**src/rtl/gpu_pkg.sv**
```systemverilog
// Shared GPU definitions: core sequencing state encodings.
// The PC units key on EXECUTE and UPDATE from this enum, so the encodings are fixed.
package gpu_pkg;

  typedef enum logic [2:0] {
    IDLE    = 3'b000,
    FETCH   = 3'b001,
    DECODE  = 3'b010,
    REQUEST = 3'b011,
    WAIT    = 3'b100,
    EXECUTE = 3'b101,
    UPDATE  = 3'b110,
    DONE    = 3'b111
  } core_state_t;

endpackage

```
**src/rtl/core_scheduler_if.sv**
```systemverilog
// Handshake bundle between the core scheduler and its surroundings.
// The master side launches blocks and feeds fetch/decode/LSU/PC status.
// The slave side is the scheduler itself.
interface core_scheduler_if #(
  parameter int THREADS               = 4,
  parameter int PROGRAM_MEM_ADDR_BITS = 8
);

  logic                                     start;
  logic [THREADS-1:0]                       thread_enable;
  logic                                     fetch_req;
  logic                                     fetch_done;
  logic                                     decoded_mem_read_enable;
  logic                                     decoded_mem_write_enable;
  logic                                     decoded_ret;
  logic [THREADS-1:0]                       lsu_busy;
  logic [THREADS*PROGRAM_MEM_ADDR_BITS-1:0] next_pc;
  logic [2:0]                               core_state;
  logic [PROGRAM_MEM_ADDR_BITS-1:0]         current_pc;
  logic                                     done;
  logic                                     diverged;

  modport master (
    output start, thread_enable, fetch_done, decoded_mem_read_enable,
           decoded_mem_write_enable, decoded_ret, lsu_busy, next_pc,
    input  fetch_req, core_state, current_pc, done, diverged
  );

  modport slave (
    input  start, thread_enable, fetch_done, decoded_mem_read_enable,
           decoded_mem_write_enable, decoded_ret, lsu_busy, next_pc,
    output fetch_req, core_state, current_pc, done, diverged
  );

endinterface

```
**src/rtl/core_scheduler_active_thread_pc_mux.sv**
```systemverilog
// Picks the next_pc of the lowest-index enabled thread.
// When no thread is enabled the output is zero; the scheduler never consumes it then.
module active_thread_pc_mux #(
  parameter int THREADS               = 4,
  parameter int PROGRAM_MEM_ADDR_BITS = 8
) (
  input  logic [THREADS-1:0]                       thread_enable,
  input  logic [THREADS*PROGRAM_MEM_ADDR_BITS-1:0] next_pc,
  output logic [PROGRAM_MEM_ADDR_BITS-1:0]         sel_pc
);

  // Scan from the highest index down so the lowest enabled thread wins.
  always_comb begin
    sel_pc = '0;
    for (int i = THREADS - 1; i >= 0; i--) begin
      if (thread_enable[i]) sel_pc = next_pc[i*PROGRAM_MEM_ADDR_BITS +: PROGRAM_MEM_ADDR_BITS];
    end
  end

endmodule

```
**src/rtl/core_scheduler.sv**
```systemverilog
// Core scheduler: sequences one instruction at a time through
// FETCH/DECODE/REQUEST/WAIT/EXECUTE/UPDATE for all enabled threads in lockstep.
// Optional feature macro: CORE_SCHEDULER_DIVERGENCE_CHECK_EN -- when defined,
// thread PCs are compared in UPDATE and any disagreement ends the block.
// The decoded memory enables are carried on the bus for the PC/LSU side; the
// stall decision only needs the per-thread lsu_busy mask.
module core_scheduler
  import gpu_pkg::*;
#(
  parameter int THREADS               = 4,
  parameter int PROGRAM_MEM_ADDR_BITS = 8
) (
  input logic             clk,
  input logic             reset,
  core_scheduler_if.slave bus
);

  localparam int W = PROGRAM_MEM_ADDR_BITS;

  localparam logic [2:0] ST_IDLE    = 3'(IDLE);
  localparam logic [2:0] ST_FETCH   = 3'(FETCH);
  localparam logic [2:0] ST_DECODE  = 3'(DECODE);
  localparam logic [2:0] ST_REQUEST = 3'(REQUEST);
  localparam logic [2:0] ST_WAIT    = 3'(WAIT);
  localparam logic [2:0] ST_EXECUTE = 3'(EXECUTE);
  localparam logic [2:0] ST_UPDATE  = 3'(UPDATE);
  localparam logic [2:0] ST_DONE    = 3'(DONE);

  logic [2:0]   state;
  logic [W-1:0] pc;
  logic         done_q;
  logic [W-1:0] sel_pc;
  logic         mismatch;
  logic         lsu_clear;

  active_thread_pc_mux #(
    .THREADS              (THREADS),
    .PROGRAM_MEM_ADDR_BITS(W)
  ) u_pc_mux (
    .thread_enable(bus.thread_enable),
    .next_pc      (bus.next_pc),
    .sel_pc       (sel_pc)
  );

  assign lsu_clear = ((bus.lsu_busy & bus.thread_enable) == '0);

`ifdef CORE_SCHEDULER_DIVERGENCE_CHECK_EN
  logic diverged_q;

  // Flag any enabled thread whose next PC differs from the broadcast choice.
  always_comb begin
    mismatch = 1'b0;
    for (int i = 0; i < THREADS; i++) begin
      if (bus.thread_enable[i] && (bus.next_pc[i*W +: W] != sel_pc)) mismatch = 1'b1;
    end
  end

  // Divergence is sticky until reset; RET takes priority over the check.
  always_ff @(posedge clk) begin
    if (reset) diverged_q <= 1'b0;
    else if (state == ST_UPDATE && !bus.decoded_ret && mismatch) diverged_q <= 1'b1;
  end

  assign bus.diverged = diverged_q;
`else
  assign mismatch     = 1'b0;
  assign bus.diverged = 1'b0;
`endif

  // Main sequencing FSM with the shared PC and sticky done flag.
  always_ff @(posedge clk) begin
    if (reset) begin
      state  <= ST_IDLE;
      pc     <= '0;
      done_q <= 1'b0;
    end else begin
      case (state)
        ST_IDLE: begin
          if (bus.start) begin
            if (|bus.thread_enable) begin
              state <= ST_FETCH;
            end else begin
              state  <= ST_DONE;
              done_q <= 1'b1;
            end
          end
        end
        ST_FETCH:   if (bus.fetch_done) state <= ST_DECODE;
        ST_DECODE:  state <= ST_REQUEST;
        ST_REQUEST: state <= ST_WAIT;
        ST_WAIT:    if (lsu_clear) state <= ST_EXECUTE;
        ST_EXECUTE: state <= ST_UPDATE;
        ST_UPDATE: begin
          if (bus.decoded_ret || mismatch) begin
            state  <= ST_DONE;
            done_q <= 1'b1;
          end else begin
            pc    <= sel_pc;
            state <= ST_FETCH;
          end
        end
        ST_DONE:    state <= ST_DONE;
        default:    state <= ST_IDLE;
      endcase
    end
  end

  assign bus.fetch_req  = (state == ST_FETCH);
  assign bus.core_state = state;
  assign bus.current_pc = pc;
  assign bus.done       = done_q;

endmodule

```
**src/flat_wrapper.sv**
```systemverilog
// flat-port wrapper written by rule: the top's interface ports become plain ports
module core_scheduler_flat import gpu_pkg::*;
#(
  parameter int THREADS               = 4,
  parameter int PROGRAM_MEM_ADDR_BITS = 8
)
  (clk, reset, bus_start, bus_thread_enable, bus_fetch_done, bus_decoded_mem_read_enable, bus_decoded_mem_write_enable, bus_decoded_ret, bus_lsu_busy, bus_next_pc, bus_fetch_req, bus_core_state, bus_current_pc, bus_done, bus_diverged);
  core_scheduler_if #(.THREADS(THREADS), .PROGRAM_MEM_ADDR_BITS(PROGRAM_MEM_ADDR_BITS)) bus_i ();
  input logic clk;
  input logic reset;
  input wire logic [$bits(bus_i.start)-1:0] bus_start;
  input wire logic [$bits(bus_i.thread_enable)-1:0] bus_thread_enable;
  input wire logic [$bits(bus_i.fetch_done)-1:0] bus_fetch_done;
  input wire logic [$bits(bus_i.decoded_mem_read_enable)-1:0] bus_decoded_mem_read_enable;
  input wire logic [$bits(bus_i.decoded_mem_write_enable)-1:0] bus_decoded_mem_write_enable;
  input wire logic [$bits(bus_i.decoded_ret)-1:0] bus_decoded_ret;
  input wire logic [$bits(bus_i.lsu_busy)-1:0] bus_lsu_busy;
  input wire logic [$bits(bus_i.next_pc)-1:0] bus_next_pc;
  output wire logic [$bits(bus_i.fetch_req)-1:0] bus_fetch_req;
  output wire logic [$bits(bus_i.core_state)-1:0] bus_core_state;
  output wire logic [$bits(bus_i.current_pc)-1:0] bus_current_pc;
  output wire logic [$bits(bus_i.done)-1:0] bus_done;
  output wire logic [$bits(bus_i.diverged)-1:0] bus_diverged;
  assign bus_i.start = bus_start;
  assign bus_i.thread_enable = bus_thread_enable;
  assign bus_i.fetch_done = bus_fetch_done;
  assign bus_i.decoded_mem_read_enable = bus_decoded_mem_read_enable;
  assign bus_i.decoded_mem_write_enable = bus_decoded_mem_write_enable;
  assign bus_i.decoded_ret = bus_decoded_ret;
  assign bus_i.lsu_busy = bus_lsu_busy;
  assign bus_i.next_pc = bus_next_pc;
  assign bus_fetch_req = bus_i.fetch_req;
  assign bus_core_state = bus_i.core_state;
  assign bus_current_pc = bus_i.current_pc;
  assign bus_done = bus_i.done;
  assign bus_diverged = bus_i.diverged;
  core_scheduler #(.THREADS(THREADS), .PROGRAM_MEM_ADDR_BITS(PROGRAM_MEM_ADDR_BITS)) u_core (.clk(clk), .reset(reset), .bus(bus_i));
endmodule
```
**config.mk**
```make
export PLATFORM = sky130hd
export DESIGN_NAME = core_scheduler_flat
export DESIGN_NICKNAME = d
export VERILOG_FILES = /design/src/rtl/gpu_pkg.sv /design/src/rtl/core_scheduler_if.sv /design/src/rtl/core_scheduler_active_thread_pc_mux.sv /design/src/rtl/core_scheduler.sv /design/src/flat_wrapper.sv
export SDC_FILE = /design/constraint.sdc
export NUM_CORES = 1
export LEC_CHECK = 0
export CORE_MARGIN = 5
export CORE_UTILIZATION = 33
export CTS_BUF_LIST = sky130_fd_sc_hd__clkbuf_16
export DETAILED_ROUTE_END_ITERATION = 7
export PLACE_DENSITY = 0.75
export SETUP_SLACK_MARGIN = 0.3
export SLEW_MARGIN = 15
export SYNTH_ARGS = -nofsm -noshare
export SYNTH_HDL_FRONTEND = slang
export SYNTH_HIERARCHICAL = 1
export SYNTH_SLANG_ARGS = --single-unit
```
**constraint.sdc**
```tcl
create_clock -name clk -period 1.6 [get_ports clk]
set_input_delay 0.24 -clock clk [delete_from_list [all_inputs] [get_ports clk]]
set_output_delay 0.24 -clock clk [all_outputs]
set_load 0.1 [all_outputs]
```
==> impl_metrics.env, run 1 <==
export IMPL_outcome="finished clean"
export IMPL_mostFrequentLayoutCells="clkdlybuf4s50_1 (39), nand2_1 (19), a21oi_1 (19)"
export IMPL_numCtsBuffers=3
export IMPL_synthMuxAreaShare_pct=0
export IMPL_fp_dieH_um=59.8
export IMPL_fmax_mhz=785
export IMPL_die_area_um2=3570
export IMPL_setup_viol=0
export IMPL_tritoncts="done"
export IMPL_grt_pass1_vias=1034
export IMPL_avgRoutedWirePerCell_um=15.0
export IMPL_rows=18
export IMPL_met3_usage_pct=5.83
export IMPL_synthXorXnorAreaFrac_pct=0
export IMPL_routed_wl_um=2970
export IMPL_core_area_um2=2430
export IMPL_met2_usage_pct=30.9
export IMPL_r2r_worst_path_cells=3
export IMPL_drive_gt1_share_pct=23.8
export IMPL_initial_core_util_pct=33.6
export IMPL_arrival_ns=1.03
export IMPL_clockBufferDepth=2
export IMPL_whs_path_depth=2
export IMPL_grt_busiest_layer="met2"
export IMPL_vdd_drop_max_v=0.000905
export IMPL_layout_commonest_cell="clkdlybuf4s50_1"
export IMPL_root_buffer="clkbuf_16"
export IMPL_synth_warnings=6
export IMPL_dp_hpwl_um=2340
export IMPL_final_antenna_net_count=0
export IMPL_hold_viol=0
export IMPL_hold_ws_ns=0.492
export IMPL_power_density_nw_per_um2=822
export IMPL_io_buffers=57
export IMPL_cellLeakagePower_nw=0.615
export IMPL_die_w_um=59.8
export IMPL_drtIter0Drc=35
export IMPL_worstSetupPathType="reg2out"
export IMPL_whs_endpoint="u_core/bus.current_pc[0]"
export IMPL_final_period_utilization_pct=79.6
export IMPL_viasPerCell=5.35
export IMPL_netlist_instances=107
export IMPL_dr_pass1_iters=4
export IMPL_required_ns=1.36
export IMPL_crit_fanout=5
export IMPL_cts_hold_buf=0
export IMPL_drv_slew=0
export IMPL_track_usage_pct=16.5
export IMPL_synth_distinct_cells=30
export IMPL_synth_simple_area_share_pct=25.3
export IMPL_crit_path_top_delay_cell="dfxtp_4"
export IMPL_ys_ff_latch=12
export IMPL_r2r_end="u_core/bus.core_state[2]"
export IMPL_worst_setup_path_start_kind="flop"
export IMPL_rsz0062_at_grt="yes"
export IMPL_cp_cell_sequence="nand2b_4, nor2_4, buf_12"
export IMPL_path_clk_slew_ns=0.04
export IMPL_synthAdderAreaFrac_pct=0
export IMPL_final_core_utilization_pct=69.0
export IMPL_via_count=1059
export IMPL_area_delta_synth_final_pct=106
export IMPL_n_antenna_cell=0
export IMPL_min_delay_start="u_core/bus.current_pc[0]"
export IMPL_finalCriticalPeriod_ns=1.27
export IMPL_grt_max_degree=13
export IMPL_num_nets_final=216
export IMPL_grt_first_pass_wirelength_um=4550
export IMPL_clkLatencyLatePin_ns=0.24
export IMPL_io_pins=61
export IMPL_reg2reg_setup_slack_ns=0.34
export IMPL_synth_compound_area_share_pct=35.8
export IMPL_max_stage_delay_ns=0.36
export IMPL_r2r_start="u_core/bus.core_state[1]"
export IMPL_skew_ns=0.00127
export IMPL_drc_errors=0
export IMPL_power_w=0.00138
export IMPL_ys_seq_area_share_pct=29.4
export IMPL_met1_usage_pct=17.4
export IMPL_drv_cap=0
export IMPL_synth_area_per_cell_um2=7.64
export IMPL_synth_top_family_by_area="compound AO/OA/AOI/OAI gates"
export IMPL_cp_end_kind="primary output"
export IMPL_gr_total_overflow=0
export IMPL_syn_num_nets=154
export IMPL_gp_congestion=0.864
export IMPL_clock_sinks=12
export IMPL_hold_class="reg2reg"
export IMPL_antenna_found_initial=0
export IMPL_synth_cell_area_um2=817
export IMPL_htreeDepth=1
## report_power, final
part	internal [W]	total [W]	switching, W	leakage (nW)
registers	0.000319	0.000352	0.0000337	0.0997
logic	0.000274	0.000573	0.000299	0.477
clock network	0.000328	0.000454	0.000126	0.0385
total	0.000921	0.00138	0.000459	0.615
## area by class of cell
| class | instances | area, um^2 |
|---|---|---|
| timing repair buffer | 66 | 762 |
| fill | 186 | 753 |
| multi-input combinational | 82 | 533 |
| sequential | 12 | 253 |
| clock buffer | 3 | 75.1 |
| tap | 30 | 37.5 |
| inverter | 4 | 15.0 |
| clock inverter | 1 | 3.75 |
## critical path, delay by kind of cell (launching register included)
kind | cells | cell delay (ns)
buffers and inverters | 1 | 0.18
flip-flops | 1 | 0.36
AND/OR/NAND/NOR | 2 | 0.26
## synth_stat cells (all sizes together)
master | number | area (um^2)
a31oi | 2 | 12.5
conb | 1 | 3.75
nand3b | 2 | 15.0
o221a | 1 | 11.3
dfxtp | 12 | 240
nor2 | 4 | 15.0
nand4bb | 1 | 11.3
o22ai | 7 | 50.1
or3 | 1 | 6.26
a21oi | 19 | 95.1
clkbuf | 1 | 3.75
nor3 | 1 | 5.00
and4bb | 1 | 12.5
inv | 4 | 15.0
a22oi | 8 | 60.1
nand2b | 2 | 12.5
nand3 | 1 | 5.00
nor4 | 2 | 27.5
or3b | 2 | 17.5
a2111oi | 2 | 30.0
a221oi | 1 | 8.76
buf | 8 | 55.1
a211oi | 2 | 15.0
and2b | 1 | 7.51
nand2 | 19 | 71.3
o21ai | 2 | 10.0
## state kept, by name (all words and copies together) (netlist names)
register	cells
u_core/bus.current_pc	8
u_core/bus.core_state	3
u_core/bus.done	1
## per-layer routing
| metal | routed length, um | vias up | part of all wire (%) |
|---|---|---|---|
| li1 | - | 521 | - |
| met1 | 1100 | 486 | 37 |
| met2 | 1490 | 49 | 50 |
| met3 | 362 | 3 | 12 |
| met4 | 21 | 0 | 0.71 |
| met5 | 0 | - | 0 |
## per-stage QoR
step	setup TNS [ns]	instance area (um^2)	std cells	setup WS, ns
3_5_place_dp	-1.21	1550	189	-0.153
6_report	0	1680	198	0.327
5_1_grt	0	1680	198	0.278
4_1_cts	0	1670	198	0.324
3_3_place_gp	-0.965	1550	189	-0.116
2_1_floorplan	0	857	107	0.0941
## how the worst max path moves through the flow
stage / from / end / slack [ns] / cells after the start
CTS: u_core/bus.core_state[1] / bus_fetch_req / 0.32 / 3
detailed placement: bus_thread_enable[0] / u_core/bus.current_pc[5] / -0.15 / 6
global route: u_core/bus.core_state[2] / u_core/bus.core_state[1] / 0.28 / 3
floorplan: u_core/bus.core_state[0] / bus_fetch_req / 0.09 / 3
global placement: bus_thread_enable[0] / u_core/bus.current_pc[5] / -0.12 / 6
finish: u_core/bus.core_state[1] / bus_fetch_req / 0.33 / 3
## timing repair
| item | 4_1_cts | 5_1_grt |
|---|---|---|
| setup endpoints to repair | 13 | 6 |
| pin swaps | 4 | 0 |
| buffers inserted | 5 | 0 |
| cloned | 0 | 0 |
| gates resized for setup | 8 | 1 |
## cells by family after synthesis
logic type | Yosys count
compound gates | 44
buf+inv | 13
flops | 12
other cells | 1
simple gates | 37
Note: power is estimated with default switching activity, not from simulation.
==> inputs of run 2 (changes only) <==
CORE_UTILIZATION = 30   (was 33)
PLACE_DENSITY = 0.72   (was 0.75)
clock period = 1.16 ns   (was 1.6 ns; I/O delays follow)
==> run 2 against run 1 <==
  * The run now ends with setup timing left
  * Design area grew 11%
  * Hold slack lost 0.016 ns
  * Final cell count is 7.6% higher
  * Highest routed layer unchanged
==> impl_metrics.env, run 2 (same netlist as run 1, synthesis figures left out) <==
export IMPL_clock_sinks=12
export IMPL_design_area_um2=1860
export IMPL_min_delay_start="u_core/bus.current_pc[7]"
export IMPL_via_count=1126
export IMPL_drtIter0Drc=49
export IMPL_antenna_found_initial=0
export IMPL_whs_path_depth=2
export IMPL_vdd_drop_max_v=0.00156
export IMPL_fp_dieH_um=62.2
export IMPL_place_area_um2=1640
export IMPL_hold_ws_ns=0.476
export IMPL_avgRoutedWirePerCell_um=15.3
export IMPL_io_buffers=57
export IMPL_rsz0062_at_grt="yes"
export IMPL_crit_fanout=5
export IMPL_viasPerCell=5.29
export IMPL_dr_pass1_iters=4
export IMPL_grt_max_degree=9
export IMPL_path_clk_slew_ns=0.04
export IMPL_die_w_um=62.2
export IMPL_drive_gt1_share_pct=36.3
export IMPL_skew_ns=0.00135
export IMPL_setup_viol=8
export IMPL_n_antenna_cell=0
export IMPL_layout_commonest_cell="clkdlybuf4s50_1"
export IMPL_reg2reg_setup_slack_ns=-0.06
export IMPL_area_delta_synth_final_pct=127
export IMPL_hold_viol=0
export IMPL_drc_errors=0
export IMPL_gr_total_overflow=0
export IMPL_whs_endpoint="u_core/bus.current_pc[7]"
export IMPL_clkLatencyLatePin_ns=0.24
export IMPL_routed_wl_um=3270
export IMPL_fmax_mhz=799
export IMPL_r2r_end="u_core/bus.core_state[0]"
export IMPL_dp_hpwl_um=2480
export IMPL_power_density_nw_per_um2=1100
export IMPL_cp_end_kind="primary output"
export IMPL_rows=19
export IMPL_grt_first_pass_wirelength_um=5600
export IMPL_cellLeakagePower_nw=0.702
export IMPL_arrival_ns=1.08
export IMPL_final_antenna_net_count=0
export IMPL_cts_hold_buf=0
export IMPL_violations="setup timing"
export IMPL_grt_pass1_vias=1256
export IMPL_clockBufferDepth=2
export IMPL_required_ns=0.99
export IMPL_gp_congestion=0.871
export IMPL_numCtsBuffers=3
export IMPL_io_pins=61
export IMPL_worstSetupPathType="reg2out"
export IMPL_die_area_um2=3870
export IMPL_hold_class="reg2reg"
export IMPL_setup_ws_ns=-0.0911
export IMPL_worst_setup_path_start_kind="flop"
export IMPL_track_usage_pct=17.7
export IMPL_htreeDepth=1
export IMPL_mostFrequentLayoutCells="clkdlybuf4s50_1 (39), nand2_1 (19), a21oi_1 (18)"
export IMPL_power_w=0.00204
export IMPL_largest_reg_flops=8
export IMPL_r2r_worst_path_cells=4
export IMPL_core_area_um2=2690
export IMPL_drv_slew=0
export IMPL_r2r_start="u_core/bus.core_state[1]"
export IMPL_preCtsSetupSlack_ns=-0.457
export IMPL_outcome="finished, violations left"
export IMPL_initial_core_util_pct=30.4
export IMPL_tritoncts="done"
export IMPL_root_buffer="clkbuf_16"
export IMPL_finalCriticalPeriod_ns=1.25
export IMPL_num_nets_final=230
export IMPL_final_period_utilization_pct=108
export IMPL_drv_cap=0
-- run 2: cell types whose count changed in the layout (fill, tap and decap cells not counted), sizes merged --
cell	change
clkdlybuf4s15	+1
dlygate4sd2	-1
buf	+14
-- run 2: what timing repair did --
item | 4_1_cts | 5_1_grt
gates resized for setup | 19 | 2
pin swaps | 9 | 2
endpoints found under the setup margin | 25 | 25
endpoints found under the hold margin | 0 | 0
buffers inserted | 11 | 1
-- run 2: final cells by class --
class / count / area [um^2]
Clock inverter: 1 / 3.75
Multi-Input combinational cell: 82 / 559
Clock buffer: 3 / 75.1
Timing Repair Buffer: 80 / 897
Sequential cell: 12 / 268
Tap cell: 31 / 38.8
Inverter: 4 / 15.0
Fill cell: 225 / 830
-- run 2: power by group --
part           internal, W  switching (W)  total (W)  leakage, nW
Clock             0.000454       0.000181   0.000635       0.0385
Combinational     0.000473       0.000461   0.000934        0.559
Sequential        0.000436      0.0000365   0.000472        0.104
Total              0.00136       0.000678    0.00204        0.702
-- run 2: critical path, stage by stage (launching register included) --
cell	delay (ns)
dfxtp_4	0.38
buf_12	0.11
nand2b_4	0.06
nor2_4	0.10
buf_12	0.18
-- run 2: per-stage QoR --
step | utilization [%] | cells | setup TNS [ns]
after detailed placement | 60.9 | 197 | -4.96
after global placement | 60.9 | 197 | -4.30
after floorplan | - | 107 | -2.44
after CTS | 68.1 | 212 | -0.311
final | 69.1 | 213 | -0.321
after global routing | 69.1 | 213 | -1.17
-- run 2: worst max-delay path by stage --
| stage | from | end | slack [ns] |
|---|---|---|---|
| after detailed placement | bus_thread_enable[1] | u_core/bus.core_state[1] | -0.46 |
| final | u_core/bus.core_state[0] | bus_fetch_req | -0.09 |
| after floorplan | u_core/bus.core_state[1] | u_core/bus.core_state[2] | -0.30 |
| after global routing | u_core/bus.core_state[0] | bus_fetch_req | -0.13 |
| after CTS | u_core/bus.core_state[0] | bus_fetch_req | -0.08 |
| after global placement | bus_thread_enable[1] | u_core/bus.core_state[0] | -0.42 |
-- run 2: per-layer routing --
metal | GRT usage (%) | vias up | part of all wire (%)
li1 | - | 549 | -
met1 | 16.6 | 522 | 35
met2 | 33.5 | 48 | 55
met3 | 7.21 | 7 | 8.3
met4 | 6.23 | 0 | 1.5
met5 | 0 | - | 0
==> inputs of run 3 (changes only) <==
CORE_MARGIN = 8   (was 5)
==> run 3 against run 2 <==
  * Core utilization is 4.2 points higher
  * The flow still finishes with violations (setup timing)
  * Power increased by 2.2%
  * Sequential cell count is the same
  * Die area is 20% higher
  * Sequential power rose by 0.8%
  * Count of clock-buffer cells in the layout stayed put
  * Largest power group unchanged
  * Clock skew increased by 0.0062 ns
  * Design area is 5.1% higher
  * Critical endpoint is now u_core/bus.core_state[1]
  * Critical path depth did not move
==> impl_metrics.env, run 3 (same netlist as run 1, synthesis figures left out) <==
export IMPL_outcome="finished, violations left"
export IMPL_violations="setup timing"
export IMPL_setup_ws_ns=-0.0771
export IMPL_worst_setup_path_start_kind="flop"
export IMPL_clockBufferDepth=2
export IMPL_mostFrequentLayoutCells="clkdlybuf4s50_1 (39), buf_12 (14), buf_4 (14)"
export IMPL_grt_first_pass_wirelength_um=5520
export IMPL_combinationalPowerShare_pct=47.0
export IMPL_area_delta_synth_final_pct=139
export IMPL_vdd_drop_max_v=0.00106
export IMPL_htreeDepth=1
export IMPL_cp_top_family="compound AO/OA/AOI/OAI gates"
export IMPL_numCtsBuffers=3
export IMPL_clock_sinks=12
export IMPL_crit_fanout=6
export IMPL_io_pins=61
export IMPL_sw_frac_of_total_pct=34.0
export IMPL_drc_errors=0
export IMPL_pwr_share_clk_pct=30.2
export IMPL_dp_cells=199
export IMPL_arrival_ns=1.36
export IMPL_skew_ns=0.00753
export IMPL_avgRoutedWirePerCell_um=18.2
export IMPL_drive_gt1_share_pct=45.6
export IMPL_viasPerCell=5.38
export IMPL_path_clk_slew_ns=0.05
export IMPL_min_delay_start="u_core/bus.current_pc[1]"
export IMPL_grt_pass1_vias=1213
export IMPL_power_density_nw_per_um2=1070
export IMPL_clkLatencyLatePin_ns=0.24
export IMPL_layout_commonest_cell="clkdlybuf4s50_1"
export IMPL_routed_wl_um=3880
export IMPL_drv_cap=0
export IMPL_crit_path_top_delay_cell="dfxtp_4"
export IMPL_worstSetupPathType="reg2reg"
export IMPL_antenna_found_initial=0
export IMPL_hold_class="reg2reg"
export IMPL_setup_viol=12
export IMPL_fp_dieH_um=68.2
export IMPL_rsz0062_at_grt="yes"
export IMPL_gr_total_overflow=0
export IMPL_cp_num_buf_inv=1
export IMPL_drtIter0Drc=56
export IMPL_n_antenna_cell=0
export IMPL_final_antenna_net_count=0
export IMPL_final_period_utilization_pct=107
export IMPL_via_count=1145
export IMPL_stdcell_count=213
export IMPL_p_switching_w=0.000710
export IMPL_grt_max_degree=11
export IMPL_io_buffers=57
export IMPL_fmax_mhz=808
export IMPL_finalCriticalPeriod_ns=1.24
export IMPL_die_area_um2=4650
export IMPL_drv_slew=0
export IMPL_dp_hpwl_um=2810
export IMPL_initial_core_util_pct=30.7
export IMPL_r2r_start="u_core/bus.core_state[1]"
export IMPL_die_w_um=68.2
export IMPL_required_ns=1.28
export IMPL_cp_cell_sequence="buf_12, nor4_4, a21oi_2, a2111oi_4"
export IMPL_fillers=195
export IMPL_root_buffer="clkbuf_16"
export IMPL_p_seq_share_pct=22.8
export IMPL_cts_hold_buf=0
export IMPL_startpoint="u_core/bus.core_state[1]"
export IMPL_max_stage_delay_ns=0.37
export IMPL_power_w=0.00209
export IMPL_cellLeakagePower_nw=0.712
export IMPL_gp_congestion=0.896
export IMPL_p_int_w=0.00138
export IMPL_num_nets_final=230
export IMPL_track_usage_pct=15.3
export IMPL_fin_tns_setup_ns=-0.349
export IMPL_cp_end_kind="flop"
export IMPL_largest_reg_flops=8
export IMPL_tritoncts="done"
export IMPL_rows=19
export IMPL_dr_pass1_iters=4
export IMPL_hold_viol=0
export IMPL_core_area_um2=2660
## run 3: cell counts in the layout (fill, tap and decap cells not counted)
No cell type changed its count.
## run 3: path summary, 6_finish.rpt
kind	cells after the start	slack, ns	to
setup reg to reg	4	-0.08	u_core/bus.core_state[1]
setup / recovery	4	-0.08	u_core/bus.core_state[1]
hold / removal	2	0.48	u_core/bus.current_pc[1]
hold reg to reg	2	0.48	u_core/bus.current_pc[1]
## run 3: final cells by class
type                       count  area, um^2  share of cell area [%]
inverter                       4        15.0                   0.769
clock inverter                 1        3.75                   0.192
timing repair buffer          80         911                    46.7
tap                           31        38.8                    1.99
clock buffer                   3        75.1                    3.85
multi-input combinational     82         643                    32.9
sequential                    12         265                    13.6
## run 3: layer usage
metal	part of all wire (%)	GRT usage, %
met1	36	14.8
met2	51	30.4
met3	11	4.42
met4	1.5	4.09
met5	0	0
## run 3: stage by stage
step                area [um^2]  util (%)  hold WS (ns)  setup slack, ns
floorplan                   870         -         0.241           -0.303
global placement           1640      61.6         0.467           -0.418
detailed placement         1640      61.6         0.470           -0.453
CTS                        1820      68.3         0.478          -0.0732
global route               1950      73.3         0.507           -0.145
finish                     1950      73.3         0.478          -0.0771
## run 3: timing repair
| action | 4_1_cts | 5_1_grt |
|---|---|---|
| buffers inserted | 7 | 3 |
| endpoints found under the hold margin | 0 | 0 |
| pin swaps | 10 | 11 |
| gates resized for setup | 24 | 20 |
| setup endpoints to repair | 25 | 25 |
## run 3: power groups by stage
stage | clock network [W] | logic (W) | registers (W)
floorplan | 0 | 0.000340 | 0.000599
global placement | 0 | 0.000799 | 0.000492
detailed placement | 0 | 0.000813 | 0.000494
CTS | 0.000638 | 0.000872 | 0.000481
global route | 0.000662 | 0.00102 | 0.000479
finish | 0.000631 | 0.000980 | 0.000476
## run 3: worst reg2reg max path, stage by stage, from the launching register on
cell	delay [ns]
dfxtp_4	0.37
buf_12	0.13
nor4_4	0.18
a21oi_2	0.12
a2111oi_4	0.32
